[config.mk]
export PLATFORM = sky130hd
export DESIGN_NAME = switch_debouncer
export DESIGN_NICKNAME = d
export VERILOG_FILES = /design/src/rtl/switch_debouncer.sv
export SDC_FILE = /design/constraint.sdc
export NUM_CORES = 1
export LEC_CHECK = 0
export CAP_MARGIN = 20
export CORE_UTILIZATION = 55
export CTS_CLUSTER_SIZE = 24
export DETAILED_ROUTE_END_ITERATION = 12
export DONT_BUFFER_PORTS = 1
export PLACE_DENSITY = 0.79
export SYNTH_ARGS = -nofsm -noshare
export SYNTH_HDL_FRONTEND = slang
export SYNTH_SLANG_ARGS = --single-unit
[constraint.sdc]
create_clock -name sys_clk -period 3.65 [get_ports sys_clk]
set_clock_uncertainty 0.05 [all_clocks]
set_input_delay 0.73 -clock sys_clk [delete_from_list [all_inputs] [get_ports sys_clk]]
set_output_delay 0.73 -clock sys_clk [all_outputs]
set_load 0.03 [all_outputs]
[src/rtl/switch_debouncer.sv]
// Multi-channel switch/button conditioner: synchroniser, bounce filter, edge pulses
// and a press-event generator with optional hold-to-auto-repeat.
module switch_debouncer_ch #(
  parameter int SYNC_STAGES     = 2,
  parameter int DEBOUNCE_CYCLES = 2_000_000,
  parameter int REPEAT_EN       = 1,
  parameter int REPEAT_DELAY    = 100_000_000,
  parameter int REPEAT_PERIOD   = 20_000_000
) (
  input  logic sys_clk,
  input  logic reset,
  input  logic raw_in,
  output logic level,
  output logic rise,
  output logic fall,
  output logic press_evt
);
  localparam int DW   = $clog2(DEBOUNCE_CYCLES + 1);
  localparam int RMAX = (REPEAT_DELAY > REPEAT_PERIOD) ? REPEAT_DELAY : REPEAT_PERIOD;
  localparam int RW   = $clog2(RMAX + 1);

  typedef enum logic [1:0] {S_IDLE, S_DELAY, S_RPT} state_t;

  logic [SYNC_STAGES-1:0] r_sync;
  logic [DW-1:0]          r_dcnt;
  logic                   r_level, r_rise, r_fall, r_press;
  logic [RW-1:0]          r_rcnt, w_rcnt_nxt;
  state_t                 r_state, w_state_nxt;
  logic                   w_s, w_diff, w_accept, w_rise, w_fall, w_press_nxt;

  assign w_s      = r_sync[SYNC_STAGES-1];
  assign w_diff   = (w_s != r_level);
  assign w_accept = w_diff && (r_dcnt == DW'(DEBOUNCE_CYCLES - 1));
  assign w_rise   = w_accept && !r_level;
  assign w_fall   = w_accept && r_level;

  always_ff @(posedge sys_clk) begin
    if (reset) begin
      r_sync  <= '0;
      r_dcnt  <= '0;
      r_level <= 1'b0;
      r_rise  <= 1'b0;
      r_fall  <= 1'b0;
      r_press <= 1'b0;
      r_rcnt  <= '0;
      r_state <= S_IDLE;
    end else begin
      r_sync <= {r_sync[SYNC_STAGES-2:0], raw_in};
      // Counter only runs while the synced input disagrees with the accepted level
      if (!w_diff || w_accept) r_dcnt <= '0;
      else                     r_dcnt <= r_dcnt + 1'b1;
      if (w_accept) r_level <= !r_level;
      r_rise  <= w_rise;
      r_fall  <= w_fall;
      r_press <= w_press_nxt;
      r_rcnt  <= w_rcnt_nxt;
      r_state <= w_state_nxt;
    end
  end

  always_comb begin
    w_state_nxt = r_state;
    w_rcnt_nxt  = r_rcnt;
    w_press_nxt = 1'b0;
    if (w_fall) begin
      w_state_nxt = S_IDLE;
      w_rcnt_nxt  = '0;
    end else begin
      case (r_state)
        S_IDLE: if (w_rise) begin
          w_press_nxt = 1'b1;
          w_rcnt_nxt  = '0;
          w_state_nxt = S_DELAY;
        end
        S_DELAY: begin
          // Without repeat the counter parks at its terminal value instead of wrapping
          if (REPEAT_EN == 0) begin
            if (r_rcnt != RW'(REPEAT_DELAY - 1)) w_rcnt_nxt = r_rcnt + 1'b1;
          end else if (r_rcnt == RW'(REPEAT_DELAY - 1)) begin
            w_press_nxt = 1'b1;
            w_rcnt_nxt  = '0;
            w_state_nxt = S_RPT;
          end else begin
            w_rcnt_nxt = r_rcnt + 1'b1;
          end
        end
        S_RPT: begin
          if (r_rcnt == RW'(REPEAT_PERIOD - 1)) begin
            w_press_nxt = 1'b1;
            w_rcnt_nxt  = '0;
          end else begin
            w_rcnt_nxt = r_rcnt + 1'b1;
          end
        end
        default: begin
          w_state_nxt = S_IDLE;
          w_rcnt_nxt  = '0;
        end
      endcase
    end
  end

  assign level     = r_level;
  assign rise      = r_rise;
  assign fall      = r_fall;
  assign press_evt = r_press;
endmodule

module switch_debouncer #(
  parameter int N_IN            = 8,
  parameter int SYNC_STAGES     = 2,
  parameter int DEBOUNCE_CYCLES = 2_000_000,
  parameter int REPEAT_EN       = 1,
  parameter int REPEAT_DELAY    = 100_000_000,
  parameter int REPEAT_PERIOD   = 20_000_000
) (
  input  logic            sys_clk,
  input  logic            reset,
  input  logic [N_IN-1:0] raw_in,
  output logic [N_IN-1:0] level,
  output logic [N_IN-1:0] rise,
  output logic [N_IN-1:0] fall,
  output logic [N_IN-1:0] press_evt
);
  for (genvar gi = 0; gi < N_IN; gi++) begin : g_ch
    switch_debouncer_ch #(
      .SYNC_STAGES    (SYNC_STAGES),
      .DEBOUNCE_CYCLES(DEBOUNCE_CYCLES),
      .REPEAT_EN      (REPEAT_EN),
      .REPEAT_DELAY   (REPEAT_DELAY),
      .REPEAT_PERIOD  (REPEAT_PERIOD)
    ) u_ch (
      .sys_clk  (sys_clk),
      .reset    (reset),
      .raw_in   (raw_in[gi]),
      .level    (level[gi]),
      .rise     (rise[gi]),
      .fall     (fall[gi]),
      .press_evt(press_evt[gi])
    );
  end
endmodule

# --- After elaboration in Yosys (flattened, before gate mapping) ---
# Cells that the tools add are included.
word_totals:
  reg_bits: 448
  in_bits: 10
  output_inout_bits: 32
  wordCells: 320
op_classes:
  addsub: 16
  eq_ne: 64
  n_mux: 88
  bitwise: 8
  n_reduce_logical: 80
ops:
  columns: ["op", "n"]
  rows:
  - ["$mux 27", 24]
  - ["$pmux 27 s3", 8]
  - ["$add 27x1->27 const B", 8]
  - ["$eq 27x25->1 const B", 8]
  - ["$eq 27x27->1 const B", 8]
  - ["$add 21x1->21 const B", 8]
  - ["$eq 21x21->1 const B", 8]
  - ["$pmux 2 s3", 8]
  - ["$mux 2", 16]
  - ["$ne 2x1->1 const B", 16]
  - ["$reduce_or 2->1", 16]
  - ["$logic_and 1x1->1", 24]
  - ["$mux 1", 24]
  - ["$pmux 1 s3", 8]
  - ["$reduce_and 3->1", 8]
  - ["$eq 2x1->1 const B", 8]
  - ["$eq 2x2->1 const B", 8]
  - ["$logic_not 1->1", 16]
  - ["$logic_not 2->1", 8]
  - ["$logic_or 1x1->1", 8]
  - ["$ne 1x1->1", 8]
  - ["$not 1->1", 8]

# --- Logic depth before layout (Yosys ltp) ---
depth:
  depth_word: 5
  ltp_mapped: 10
  depth_no_buf: 7

# --- Hierarchy ---
# Synthesis repeated with hierarchy kept, for this count alone.
unflattened:
  hier_cells: 2665
  hier_area_um2: 22773.1
modules_own_cells:
  columns: ["module", "n_inst", "cells_per_inst", "area_each_um2", "seq_area_each_um2"]
  rows:
  - ["switch_debouncer_ch at g_ch[0].u_ch ...", 7, 331, 2841.5, 1121.1]
  - ["switch_debouncer_ch at g_ch[7].u_ch", 1, 348, 2882.8, 1121.1]

# --- Least setup slack after synthesis ---
# OpenSTA, ideal clock, no wires.
synth_timing:
  kind: "register -> register"
  start: "register g_ch[7].u_ch.r_rcnt[17]"
  end: "register g_ch[7].u_ch.r_rcnt[3]"
  t_arrival_ps: 2421
  path_slack_ps: 1057
  stages_incl_launch_ff: 8
  path_buffers: 1
  path_cell_list: "dfxtp_1 or4b_1 or4_4 o31a_1 o21ai_4 nor3_4 buf_6 a221o_1"
synth_via:
  elab_chain_cells: 3
  word_cells_on_any_way: 5
  cone_classes: "2 x eq/ne; 3 x mux"
synth_rtl:
  columns: ["element", "line_no", "source"]
  rows:
  - ["start, declared", "27", "logic [RW-1:0] r_rcnt, w_rcnt_nxt;"]
  - ["start signal, assigned", "56", "r_rcnt <= w_rcnt_nxt;"]
  - ["$eq 27x25->1 or $eq 27x27->1 (tied branches)", "88, 79", null]
  - ["$mux 27, on equally long branches", "88, 79", null]
  - ["$pmux 27 s3 *", "69", "case (r_state)"]
# Every way passes the cells marked *; elsewhere a longest branch is shown, timed or not.
# A chain may end at the register's enable or synchronous reset.

# --- Final worst setup path ---
layout_timing:
  start: "register g_ch[0].u_ch.r_rcnt[0]"
  end: "register g_ch[0].u_ch.r_rcnt[15]"
layout_via:
  elab_chain_cells: 3
  word_cells_on_any_way: 6
  cone_classes: "1 x add/sub; 2 x eq/ne; 3 x mux"
layout_rtl:
  columns: ["element", "line_no"]
  rows:
  - ["start, declared", "27"]
  - ["start signal, assigned", "56"]
  - ["$add 27x1->27, or another cell as far along", "84, 92"]
  - ["$mux 27, on equally long branches", "88, 79"]
  - ["$pmux 27 s3 *", "69"]
# Marked as above.

==> results.cfg <==
[layout]
nets = 2714
ff_latch_area_um2 = 8970
multiInputGateArea_um2 = 12700
final.fill_count = 3396
syn_to_final_growth_pct = 8.04
drive_gt1_share_pct = 5.76

[route]
vias = 19600
initialDrtViolationCount = 1517
drt_wl_total_um = 50000
drt_pass1_iterations = 5
postRouteAntennaNets = 0
wl_per_cell_um = 15.5
vias_per_cell = 6.09
drc = 0

[critical_path]
startpoint_type = register
crit_required_ns = 4.02
arrival_ns = 3.45
critPathKind = register to register
crit_fanout = 16
cp-end-kind = register

[pwr]
p_total_w = 0.00993
switching_power_w = 0.00210
swShare_pct = 21.2
p_per_area_nw_per_um2 = 407
power.internal_w = 0.00783
p_clk_share_pct = 49.4
ir_drop_uv = 364
leakage_nw = 7.95
sequentialPowerShare_pct = 49.4
power_frac_comb_pct = 1.2

[die]
core_area_um2 = 40100
die_w_um = 205
row_count = 73
die_h_um = 205
top_level_ports = 42
initial_utilization_pct = 56.4
dieArea_um2 = 41900

[clock_tree]
clock_latency_ns = 0.57
cts_tree = built
cts.sinks = 448
post_cts_resized = 0
ctsLongestPathBuffers = 3
cts_buffers = 48
cts_root_buffer = clkbuf_16
htreeDepth = 2
cts-hold-fix-buffers = 0
cts_setup_buffers = 0
clk_pin_slew_worst_paths_ns = 0.06

[outcome]
status = finished, final reports clean

[sta]
rsz0062_at_grt = no
tightest_slew_ns = 1.03
finalSetupViolations = 0
fin_setup_tns_ns = 0
max_freq_mhz = 326
period_needed_ns = 3.07
hold_viol_final = 0
slew_headroom_pct = 30.8
fin_crit_sh_pct = 84.2
slew_violations = 0

[logic_synthesis]
synth.distinct_cells = 95
synth_top_area_share_pct = 39.7
synth_flop_cell = dfxtp_1
seq_area_frac_synth_pct = 39.7
synth_edf_count = 0
yosysWarnings = 0
synth_common_cells = dfxtp_1 (448), nor2_1 (315), nand2_1 (253)
syn_inst = 2703
async_flop_share_pct = 0
syn-cell-area_um2 = 22600
synth_top_area_cell = dfxtp_1
syn_nets = 2761
yosysMostFrequentCell = dfxtp_1
yosys-top-cells-area = dfxtp_1 (40%), nor2_1 (5.2%), xor2_1 (4.5%)
synth_seq_cells = 448
avgSynthCellArea_um2 = 8.36

[grt]
grt-busiest-layer = met2
grt_util_met2_pct = 39.4
grt.overflow.total = 0
met1_usage_pct = 31.2
antenna_found_initial = 2
grt.met3_usage_pct = 3.50
grt_pass1_vias = 18500
grt_start_max_net_pins = 54
track_usage_pct = 23.8
grt_pass1_wl_um = 85600

[placed_design]
dp_hpwl_um = 34000
portBuffers = 0
place.gp.congestion = 0.918

[flow_run]
cap_violations = 0

[min_path]
hold_path.class = primary input to register
==> cell usage in the layout, fill, tap and decap left out, drive strengths merged, types with 10 or more instances in the layout <==
master / instances
o31a: 10
nand2b: 26
xnor2: 78
nor4bb: 21
nor4: 42
o21a: 12
o311ai: 26
nor2b: 30
and3: 112
nand3: 187
nand4: 115
nor4b: 28
nor3: 99
a21boi: 10
or3: 36
a31oi: 12
a22oi: 37
and2: 28
nor2: 315
dfxtp: 448
o21ai: 71
or2: 22
and4: 25
a221o: 17
nand2: 253
or4: 23
buf: 27
a22o: 11
ha: 48
clkinv: 17
a21oi: 68
a32oi: 13
o31ai: 55
xor2: 115
clkbuf: 62
inv: 69
==> metal layers <==
layer | wire, um | vias up
met4 | 1200 | 0
met1 | 22900 | 9262
li1 | - | 9768
met5 | 0 | -
met2 | 23400 | 479
met3 | 2480 | 89
==> logic make-up after synthesis <==
kind of cell	after synthesis	synth area share, %
flip-flops	448	39.7
buffers and inverters	193	4.00
AO/OA/AOI/OAI	415	13.4
adder cells (fa/ha/maj)	48	2.66
AND/OR/NAND/NOR	1404	32.7
XOR/XNOR	193	7.48
multiplexers	2	0.0941
==> sequential cells by signal, indices dropped and copies added, names as in the netlist <==
name and cells:
g_ch.u_ch.press_evt 8, g_ch.u_ch.level 8, g_ch.u_ch.r_state 16, g_ch.u_ch.fall 8, g_ch.u_ch.r_dcnt 168, g_ch.u_ch.r_sync 16
g_ch.u_ch.r_rcnt 216, g_ch.u_ch.rise 8
==> final timing paths <==
kind | start | endpoint | slack, ns | depth (start not counted)
min | reset | g_ch[1].u_ch.r_sync[0] | 0.17 | 1
max | g_ch[0].u_ch.r_rcnt[0] | g_ch[0].u_ch.r_rcnt[15] | 0.58 | 7
max reg2reg | g_ch[0].u_ch.r_rcnt[0] | g_ch[0].u_ch.r_rcnt[15] | 0.58 | 7
min reg2reg | g_ch[3].u_ch.r_dcnt[0] | g_ch[3].u_ch.r_dcnt[0] | 0.39 | 1
==> critical path, cell delays in order, from the launching register on <==
cell,delay (ns)
dfxtp_1,0.40
ha_1,0.21
nand3_1,0.17
or2_2,0.39
o41ai_1,0.54
a21boi_1,0.37
nand3_1,0.60
o31ai_1,0.18
==> layout make-up <==
cell class / count / share of cell area [%]
timing repair buffer: 27 / 0.845
clock inverter: 25 / 0.979
antenna: 2 / 0.0205
tap: 525 / 2.69
inverter: 69 / 1.06
clock buffer: 62 / 5.55
sequential: 448 / 36.7
multi-input combinational: 2062 / 52.1
==> per-stage QoR <==
| step | std cells | utilization [%] | instance area, um^2 | worst slack (ns) | hold WS, ns |
|---|---|---|---|---|---|
| 6_report | 3220 | 60.9 | 24400 | 0.578 | 0.174 |
| 5_1_grt | 3220 | 60.9 | 24400 | 0.399 | 0.147 |
| 4_1_cts | 3216 | 60.8 | 24400 | 0.655 | 0.144 |
| 3_5_place_dp | 3129 | 56.9 | 22800 | 0.676 | 0.380 |
| 3_3_place_gp | 3129 | 56.9 | 22800 | 0.810 | 0.372 |
| 2_1_floorplan | 2703 | - | 22600 | 1.06 | 0.363 |
==> power by group through the flow <==
stage	Clock (W)	Sequential, W	Combinational (W)
final	0.00490	0.00491	0.000122
after global routing	0.00521	0.00491	0.000134
after CTS	0.00501	0.00491	0.000119
after detailed placement	0	0.00502	0.000118
after global placement	0	0.00501	0.000116
after floorplan	0	0.00501	0.0000958
(Power assumes the default switching activity.)
